`config.mk`:
```
export PLATFORM = sky130hd
export DESIGN_NAME = alu_exec_unit
export DESIGN_NICKNAME = d
export VERILOG_FILES = /design/src/rtl/alu_exec_unit_pkg.sv /design/src/rtl/alu_exec_unit_shift_add_mul.sv /design/src/rtl/alu_exec_unit.sv
export SDC_FILE = /design/constraint.sdc
export NUM_CORES = 1
export LEC_CHECK = 0
export CAP_MARGIN = 0
export CORE_ASPECT_RATIO = 0.6
export CORE_MARGIN = 2
export CORE_UTILIZATION = 35
export CTS_CLUSTER_SIZE = 20
export DETAILED_ROUTE_END_ITERATION = 8
export MAX_ROUTING_LAYER = met4
export PLACE_DENSITY = 0.52
export SETUP_SLACK_MARGIN = 0.15
export SLEW_MARGIN = 20
export SYNTH_ARGS = -nofsm -noshare
export SYNTH_HDL_FRONTEND = slang
export SYNTH_SLANG_ARGS = --single-unit
```
`constraint.sdc`:
```
create_clock -name clk -period 7.9 [get_ports clk]
set_input_delay 0.79 -clock clk [delete_from_list [all_inputs] [get_ports clk]]
set_output_delay 0.79 -clock clk [all_outputs]
set_load 0.01 [all_outputs]
```
`src/rtl/alu_exec_unit_pkg.sv`:
```
// Shared ALU control codes and execute-unit FSM encoding.
// The code constants must stay in step with the ALU control decode.
package alu_exec_unit_pkg;

    localparam logic [3:0] ALU_AND    = 4'b0000;
    localparam logic [3:0] ALU_ORR    = 4'b0001;
    localparam logic [3:0] ALU_ADD    = 4'b0010;
    localparam logic [3:0] ALU_SUB    = 4'b0110;
    localparam logic [3:0] ALU_PASS_B = 4'b0111;
    localparam logic [3:0] ALU_MUL    = 4'b1000;
    localparam logic [3:0] ALU_NOR    = 4'b1100;

    typedef enum logic [1:0] {
        StIdle = 2'b00,
        StMul  = 2'b01,
        StDone = 2'b10
    } alu_state_e;

endpackage

```
`src/rtl/alu_exec_unit_shift_add_mul.sv`:
```
// Iterative shift-add multiplier: one multiplier bit per cycle, low DATA_WIDTH bits of product.
// done/product are combinational on the final iteration so the caller can capture in that cycle.
module shift_add_mul #(
    parameter int unsigned DATA_WIDTH = 64,
    parameter int unsigned CNT_WIDTH  = 7
) (
    input  logic                  clk,
    input  logic                  reset_n,
    input  logic                  start,
    input  logic [DATA_WIDTH-1:0] a,
    input  logic [DATA_WIDTH-1:0] b,
    output logic                  busy,
    output logic                  done,
    output logic [DATA_WIDTH-1:0] product
);

    logic                  busy_q;
    logic [CNT_WIDTH-1:0]  cnt_q;
    logic [DATA_WIDTH-1:0] acc_q, acc_d;
    logic [DATA_WIDTH-1:0] mcand_q;
    logic [DATA_WIDTH-1:0] mplier_q;

    always_comb begin
        acc_d   = acc_q + (mplier_q[0] ? mcand_q : '0);
        done    = busy_q && (cnt_q == CNT_WIDTH'(DATA_WIDTH - 1));
        busy    = busy_q;
        product = acc_d;
    end

    always_ff @(posedge clk) begin
        if (!reset_n) begin
            busy_q   <= 1'b0;
            cnt_q    <= '0;
            acc_q    <= '0;
            mcand_q  <= '0;
            mplier_q <= '0;
        end else if (start) begin
            busy_q   <= 1'b1;
            cnt_q    <= '0;
            acc_q    <= '0;
            mcand_q  <= a;
            mplier_q <= b;
        end else if (busy_q) begin
            acc_q    <= acc_d;
            mcand_q  <= mcand_q << 1;
            mplier_q <= mplier_q >> 1;
            cnt_q    <= cnt_q + CNT_WIDTH'(1);
            if (done) begin
                busy_q <= 1'b0;
            end
        end
    end

endmodule

```
`src/rtl/alu_exec_unit.sv`:
```
// Execute-stage ALU with valid/ready handshakes; single-cycle logic/add/sub, iterative MUL.
// Result, zero and illegal are registered together and held until the consumer takes them.
module alu_exec_unit
    import alu_exec_unit_pkg::*;
#(
    parameter int unsigned DATA_WIDTH = 64,
    parameter int unsigned CNT_WIDTH  = 7
) (
    input  logic                  clk,
    input  logic                  reset_n,
    input  logic                  in_valid,
    output logic                  in_ready,
    input  logic [3:0]            alu_control,
    input  logic [DATA_WIDTH-1:0] a,
    input  logic [DATA_WIDTH-1:0] b,
    output logic                  out_valid,
    input  logic                  out_ready,
    output logic [DATA_WIDTH-1:0] result,
    output logic                  zero,
    output logic                  illegal
);

    alu_state_e            state_q, state_d;
    logic [DATA_WIDTH-1:0] result_q, result_d;
    logic                  zero_q, zero_d;
    logic                  illegal_q, illegal_d;
    logic [DATA_WIDTH-1:0] alu_res;
    logic                  alu_ill;
    logic                  mul_start, mul_busy, mul_done;
    logic [DATA_WIDTH-1:0] mul_product;

    shift_add_mul #(
        .DATA_WIDTH (DATA_WIDTH),
        .CNT_WIDTH  (CNT_WIDTH)
    ) u_mul (
        .clk     (clk),
        .reset_n (reset_n),
        .start   (mul_start),
        .a       (a),
        .b       (b),
        .busy    (mul_busy),
        .done    (mul_done),
        .product (mul_product)
    );

    always_comb begin
        alu_res = '0;
        alu_ill = 1'b0;
        unique case (alu_control)
            ALU_AND:    alu_res = a & b;
            ALU_ORR:    alu_res = a | b;
            ALU_ADD:    alu_res = a + b;
            ALU_SUB:    alu_res = a - b;
            ALU_PASS_B: alu_res = b;
            ALU_NOR:    alu_res = ~(a | b);
            default:    alu_ill = 1'b1;
        endcase
    end

    always_comb begin
        state_d   = state_q;
        result_d  = result_q;
        zero_d    = zero_q;
        illegal_d = illegal_q;
        mul_start = 1'b0;
        unique case (state_q)
            StIdle: begin
                if (in_valid) begin
                    if (alu_control == ALU_MUL) begin
                        mul_start = 1'b1;
                        state_d   = StMul;
                    end else begin
                        result_d  = alu_res;
                        zero_d    = (alu_res == '0);
                        illegal_d = alu_ill;
                        state_d   = StDone;
                    end
                end
            end
            StMul: begin
                if (mul_done) begin
                    result_d  = mul_product;
                    zero_d    = (mul_product == '0);
                    illegal_d = 1'b0;
                    state_d   = StDone;
                end else if (!mul_busy) begin
                    // Multiplier lost its operation; recover rather than hang.
                    state_d = StIdle;
                end
            end
            StDone: begin
                if (out_ready) begin
                    state_d = StIdle;
                end
            end
            default: state_d = StIdle;
        endcase
    end

    always_ff @(posedge clk) begin
        if (!reset_n) begin
            state_q   <= StIdle;
            result_q  <= '0;
            zero_q    <= 1'b1;
            illegal_q <= 1'b0;
        end else begin
            state_q   <= state_d;
            result_q  <= result_d;
            zero_q    <= zero_d;
            illegal_q <= illegal_d;
        end
    end

    assign in_ready  = (state_q == StIdle);
    assign out_valid = (state_q == StDone);
    assign result    = result_q;
    assign zero      = zero_q;
    assign illegal   = illegal_q;

endmodule
```
==> results of run 1 <==
kinds of logic after synthesis:
group / after synthesis / synth area share (%)
AOI/OAI and AO/OA: 970 / 28.0
xor gates and xnor gates: 182 / 6.57
adders and majority gates: 186 / 9.10
buffers and inverters: 318 / 5.06
DFF: 268 / 22.1
muxes: 194 / 8.01
and+or+nand+nor: 1081 / 21.1
critical path, delay by kind of cell:
kind,cells,cell delay (ps)
AND/OR/NAND/NOR,13,3890
AO/OA/AOI/OAI,4,1570
buffers and inverters,2,780
adder cells (fa/ha/maj),1,460
multiplexers,1,300
XOR/XNOR,1,100
synthesized netlist by cell type (all sizes together), types with 6 or more instances:
cell type,count
nor4,17
nand2,409
o2111ai,7
nand2b,17
a211oi,37
o41ai,7
nand4,62
buf,54
nor2b,56
a21oi,231
and3,21
a21o,49
a221oi,9
xor2,85
a31oi,22
xnor2,97
o21a,24
or2,6
o211ai,38
o21bai,19
and2,88
maj3,54
or3,14
mux2i,193
a22o,26
nor3b,6
nor3,55
a221o,6
nor2,249
dfxtp,268
or4,16
o211a,131
clkbuf,219
a22oi,27
ha,130
a311oi,9
o21ai,174
inv,45
o31ai,73
a21boi,35
nand3,38
a222oi,6
final cells by class:
type | instances | area share [%]
clock buffer | 36 | 2.92
clock inverter | 17 | 0.920
inverter | 45 | 0.606
multi-input combinational | 2613 | 63.7
sequential | 268 | 19.3
tap | 912 | 4.09
timing repair buffer | 247 | 8.54
power by group:
group | leakage [nW] | switching, mW | internal (mW)
sequential | 2.17 | 0.0219 | 1.38
combinational | 9.27 | 0.675 | 0.405
clock | 0.514 | 0.648 | 0.928
stage by stage:
stage	instances	setup WS [ps]	instance area (µm²)	power [mW]	utilization, %
2_1_floorplan	3199	1530	24300	2.08	-
3_3_place_gp	4085	61.9	26800	2.50	39.2
3_5_place_dp	4085	157	26800	2.50	39.2
4_1_cts	4138	807	27900	4.10	40.8
5_1_grt	4138	205	27900	4.25	40.8
6_report	4138	506	27900	4.06	40.8
metal layers:
layer	routed length, µm	global-route usage, %	vias up	share of wire [%]
met4	2300	5.92	0	2.3
met3	6000	3.97	113	6.1
met5	0	-	-	0
met1	47200	38.7	11800	48
li1	-	-	11700	-
met2	43400	41.2	778	44
registers in the layout (all words and copies together), names as in the netlist, 2 cells and up:
register and cells:
u_mul.mplier_q 64, state_q 2, u_mul.mcand_q 64, u_mul.acc_q 64, u_mul.cnt_q 7, result 64
worst min-delay path by stage:
stage	end	startpoint	cells past startpoint	slack, ps
finish	result[63]$_SDFFE_PN0P_	result[63]$_SDFFE_PN0P_	2	460
global route	result[2]$_SDFFE_PN0P_	result[2]$_SDFFE_PN0P_	2	490
CTS	result[63]$_SDFFE_PN0P_	result[63]$_SDFFE_PN0P_	2	460
detailed placement	result[63]$_SDFFE_PN0P_	result[63]$_SDFFE_PN0P_	2	450
global placement	result[60]$_SDFFE_PN0P_	result[60]$_SDFFE_PN0P_	2	450
floorplan	u_mul.acc_q[43]$_SDFFE_PP0P_	u_mul.acc_q[43]$_SDFFE_PP0P_	2	460
==> impl_metrics.yaml, run 1 <==
grt:
  grt_first_pass_wirelength_mm: 147
  grt_pass1_vias: 23000
  grt_max_degree: 206
  grtUsageTotal_pct: 27.4
  grt_overflow: 0
  antenna_found_initial: 0
synthesis:
  synth_area_leader_cell: "dfxtp_1"
  synth_area_leaders: "dfxtp_1 (22%), mux2i_1 (8.0%), ha_1 (6.7%)"
  synth_flop_cell: "dfxtp_1"
  synth.distinct_cells: 88
  async_flop_share_pct: 0
  synth_nets: 3467
  synth_area_mm2: 0.0243
  ys_warn_count: 0
  synth_edf_count: 0
  synth_seq_cells: 268
  ys_seq_area_share_pct: 22.1
  synthCells: 3199
  avgSynthCellArea_um2: 7.59
  yosys.area.top_type_share_pct: 22.1
clock_tree:
  cts_buffers: 31
  clock_sinks: 268
  htreeDepth: 1
  cts-root-buf: "clkbuf_16"
  cts_tree: "yes"
  insertion_delay_ps: 620
  cts_resized: 0
  cts.reportedPaths.clkPinSlew_ps: 70
  ctsLongestPathBuffers: 3
  cts_setup_buffers: 0
  holdBufCountCts: 0
job:
  max-cap-violations: 0
drt:
  route.detailed.drc: 0
  drtPass1Iterations: 6
  first_iter_violations: 2063
  vias_per_cell: 5.89
  wl_per_cell_um: 23.9
  dr_total_vias: 24400
  ant_nets: 0
  wl_mm: 98.9
worst_setup_path:
  reg2regPathDepth: 18
  worstPathRequired_ps: 8440
  r2r-start: "u_mul.mplier_q[0]$_SDFFE_PN0P_"
  end_kind: "register"
  r2r_setup_slack_ps: 2120
  cp-start-kind: "input port"
  slowest_stage: "o21ai_0"
  cpMostUsedCell: "or3_1"
  critPathArrivalTime_ps: 7940
  slowest_delay_ps: 910
  crit_fanout: 7
  crit_path_end: "zero$_SDFFE_PN1P_"
  path_cells: "clkdlybuf4s50_1, or3_1, or3_1, nor4b_1, buf_4, nand3_1, or3_1, nor2_1, nand2_1, o21ai_0, xor2_1, ha_1, nand4_1, o21ai_0, nor2_1, mux2i_1, nand2_1, a211o_1, or4_1, nor4_2, nand4_1, o21ai_1"
  cp-startpoint: "b[13]"
  path_class: "input port to register"
  worst_r2r_endpoint: "zero$_SDFFE_PN1P_"
floorplanning:
  start_util_pct: 35.5
  fp.dieH_um: 208
  pin_count: 204
  dieArea_mm2: 0.0715
  fp.dieW_um: 344
  num_rows: 74
  core-area_mm2: 0.0683
sta:
  maxSlewViolCount: 0
  hold_ws_ps: 462
  worstMarginPinSlew_ps: 1120
  setup_violations: 0
  rsz0062_at_grt: "false"
  worst_clock_skew_ps: 21.7
  fin_crit_sh_pct: 93.6
  slew_headroom_pct: 24.5
  setup_tns_ps: 0
  fmax_mhz: 135
  period_needed_ps: 7390
  hold_viol_final: 0
cells_and_area:
  drive_gt1_share_pct: 4.37
  nNetsFinal: 3474
  syn_to_final_growth_pct: 14.9
  num_antenna_cells: 0
  multi_input_area_mm2: 0.0178
  final_cell_mix: "nand2_1 (407), dfxtp_1 (267), nor2_1 (249)"
  seqCellArea_mm2: 0.00537
  fill_cells: 7026
  layout_commonest_cell: "nand2_1"
pwr:
  p_leak_nw: 11.9
  ir_drop_mv: 0.209
  pwr_density_cell_mw_per_mm2: 146
place:
  gp_congestion: 0.999
  io_buffers: 203
  dp_hpwl_mm: 77.6
hold_path:
  holdCritPathClass: "register to register"
status:
  status: "finished, final reports clean"
No activity file was read; power rests on OpenSTA's default activity.
==> run 2, diff against run 1 <==
--- a/config.mk
+++ b/config.mk
@@ -5,8 +5,8 @@
 export SDC_FILE = /design/constraint.sdc
 export NUM_CORES = 1
 export LEC_CHECK = 0
-export CAP_MARGIN = 0
-export CORE_ASPECT_RATIO = 0.6
+export CAP_MARGIN = 20
+export CORE_ASPECT_RATIO = 1.2
 export CORE_MARGIN = 2
 export CORE_UTILIZATION = 35
 export CTS_CLUSTER_SIZE = 20
==> impl_metrics.yaml, run 2 (synthesis gave the netlist of run 1 again) <==
cells_and_area:
  multi_input_area_mm2: 0.0177
  syn_to_final_growth_pct: 15.6
  fill_cells: 7060
  seqCellArea_mm2: 0.00537
  num_antenna_cells: 0
  nNetsFinal: 3483
  drive_gt1_share_pct: 4.75
  final_cell_mix: "nand2_1 (407), dfxtp_1 (267), nor2_1 (249)"
  layout_commonest_cell: "nand2_1"
sta:
  setup_tns_ps: 0
  setup_violations: 0
  maxSlewViolCount: 0
  hold_viol_final: 0
  period_needed_ps: 6880
  worstMarginPinSlew_ps: 1060
  slew_headroom_pct: 29.4
  rsz0062_at_grt: "false"
  worst_clock_skew_ps: 14.8
  fmax_mhz: 145
  fin_crit_sh_pct: 87.1
floorplanning:
  core-area_mm2: 0.0684
  dieArea_mm2: 0.0715
  fp.dieW_um: 244
  pin_count: 204
  num_rows: 105
  start_util_pct: 35.5
  fp.dieH_um: 292
clock_tree:
  htreeDepth: 2
  clock_sinks: 268
  cts_tree: "yes"
  cts-root-buf: "clkbuf_16"
  ctsLongestPathBuffers: 3
  cts_buffers: 34
  cts_resized: 0
  insertion_delay_ps: 560
  holdBufCountCts: 0
  cts_setup_buffers: 0
  cts.reportedPaths.clkPinSlew_ps: 60
worst_setup_path:
  critPathArrivalTime_ps: 7370
  path_class: "input port to register"
  crit_fanout: 8
  cpMostUsedCell: "or3_1"
  path_cells: "clkdlybuf4s50_1, or3_1, or3_1, nor4b_1, buf_4, nand3_1, or3_1, nor2_1, nand2_1, o21ai_0, xor2_1, ha_1, a21o_1, a21o_1, a21oi_1, nor2_1, a211oi_1, nand2_1, xnor2_1, o21ai_0, or4_1, or4b_1, o21ai_1"
  path_buf_inv: 2
  crit_family: "simple AND/OR/NAND/NOR gates"
  worstPathRequired_ps: 8380
  r2r-start: "u_mul.mplier_q[0]$_SDFFE_PN0P_"
  cp-startpoint: "b[13]"
  cp-start-kind: "input port"
  slowest_stage: "clkdlybuf4s50_1"
  end_kind: "register"
  slowest_delay_ps: 540
grt:
  antenna_found_initial: 4
  grtUsageTotal_pct: 27.7
  grt_pass1_vias: 23400
  grt_overflow: 0
  grt_first_pass_wirelength_mm: 148
  grt_max_degree: 133
pwr:
  pwr_density_cell_mw_per_mm2: 148
  power_mw: 4.16
  p_leak_nw: 12.0
  sw_frac_of_total_pct: 32.6
  pwr-share-clk_pct: 40.1
  p_seq_share_pct: 33.9
  intPower_mw: 2.80
  comb_power_share_pct: 26.0
  ir_drop_mv: 0.148
  p_switching_mw: 1.36
status:
  status: "finished, final reports clean"
drt:
  first_iter_violations: 1835
  drtPass1Iterations: 7
  ant_nets: 0
  dr_total_vias: 24300
  vias_per_cell: 5.85
  wl_per_cell_um: 23.9
  wl_mm: 99.2
  route.detailed.drc: 0
hold_path:
  holdCritPathClass: "register to register"
  hp-start: "result[37]$_SDFFE_PN0P_"
place:
  io_buffers: 203
  dp_hpwl_mm: 78.4
  gp_congestion: 0.947
job:
  max-cap-violations: 0
==> run 2: worst paths after layout <==
| check | to | slack (ps) | cells after the start |
|---|---|---|---|
| worst max-delay path | zero$_SDFFE_PN1P_ | 1020 | 23 |
| worst min-delay path | result[37]$_SDFFE_PN0P_ | 460 | 2 |
| worst max register to register | zero$_SDFFE_PN1P_ | 2220 | 18 |
| worst min register to register | result[37]$_SDFFE_PN0P_ | 460 | 2 |
==> run 2: power groups by stage <==
stage               combinational, mW  clock, mW  sequential, mW
global route                     1.16       1.76            1.41
detailed placement               1.06          0            1.44
CTS                              1.07       1.71            1.41
finish                           1.08       1.67            1.41
floorplan                       0.641          0            1.44
global placement                 1.07          0            1.44
==> run 2: metal layers <==
layer  part of all wire (%)  GRT usage [%]  vias up
li1                       -              -    11700
met1                     49           39.2    11700
met2                     43           41.8      762
met3                    5.7           3.16      106
met4                    2.4           6.71        0
met5                      0              -        -
==> run 2: per-stage QoR <==
step	instances	setup WS [ps]	hold WS, ps	instance area (µm²)	util [%]
2_1_floorplan	3199	1530	464	24300	-
3_3_place_gp	4088	609	452	26800	39.2
5_1_grt	4149	600	489	28000	41.0
4_1_cts	4149	1070	463	28000	41.0
6_report	4149	1020	461	28000	41.0
3_5_place_dp	4088	495	457	26800	39.2
==> run 2: area by class of cell <==
class	count	share of cell area (%)
Clock buffer	49	3.67
Clock inverter	12	0.607
Inverter	45	0.602
Multi-Input combinational cell	2613	63.3
Sequential cell	268	19.1
Tap cell	909	4.06
Timing Repair Buffer	253	8.65
==> run 2: worst reg2reg max path, stage by stage, from the launching register on <==
cell and delay [ps]:
dfxtp_1 330, buf_4 450, and2_1 220, ha_1 190, inv_1 80, fa_1 440, nand2b_1 200, a21oi_2 280
o2111ai_2 250, nand2_1 220, a21oi_2 120, xnor2_1 230, or4_1 570, or4_1 530, or4_1 460, nor4_1 500
and4_1 290, a31oi_1 130, o21ai_1 120
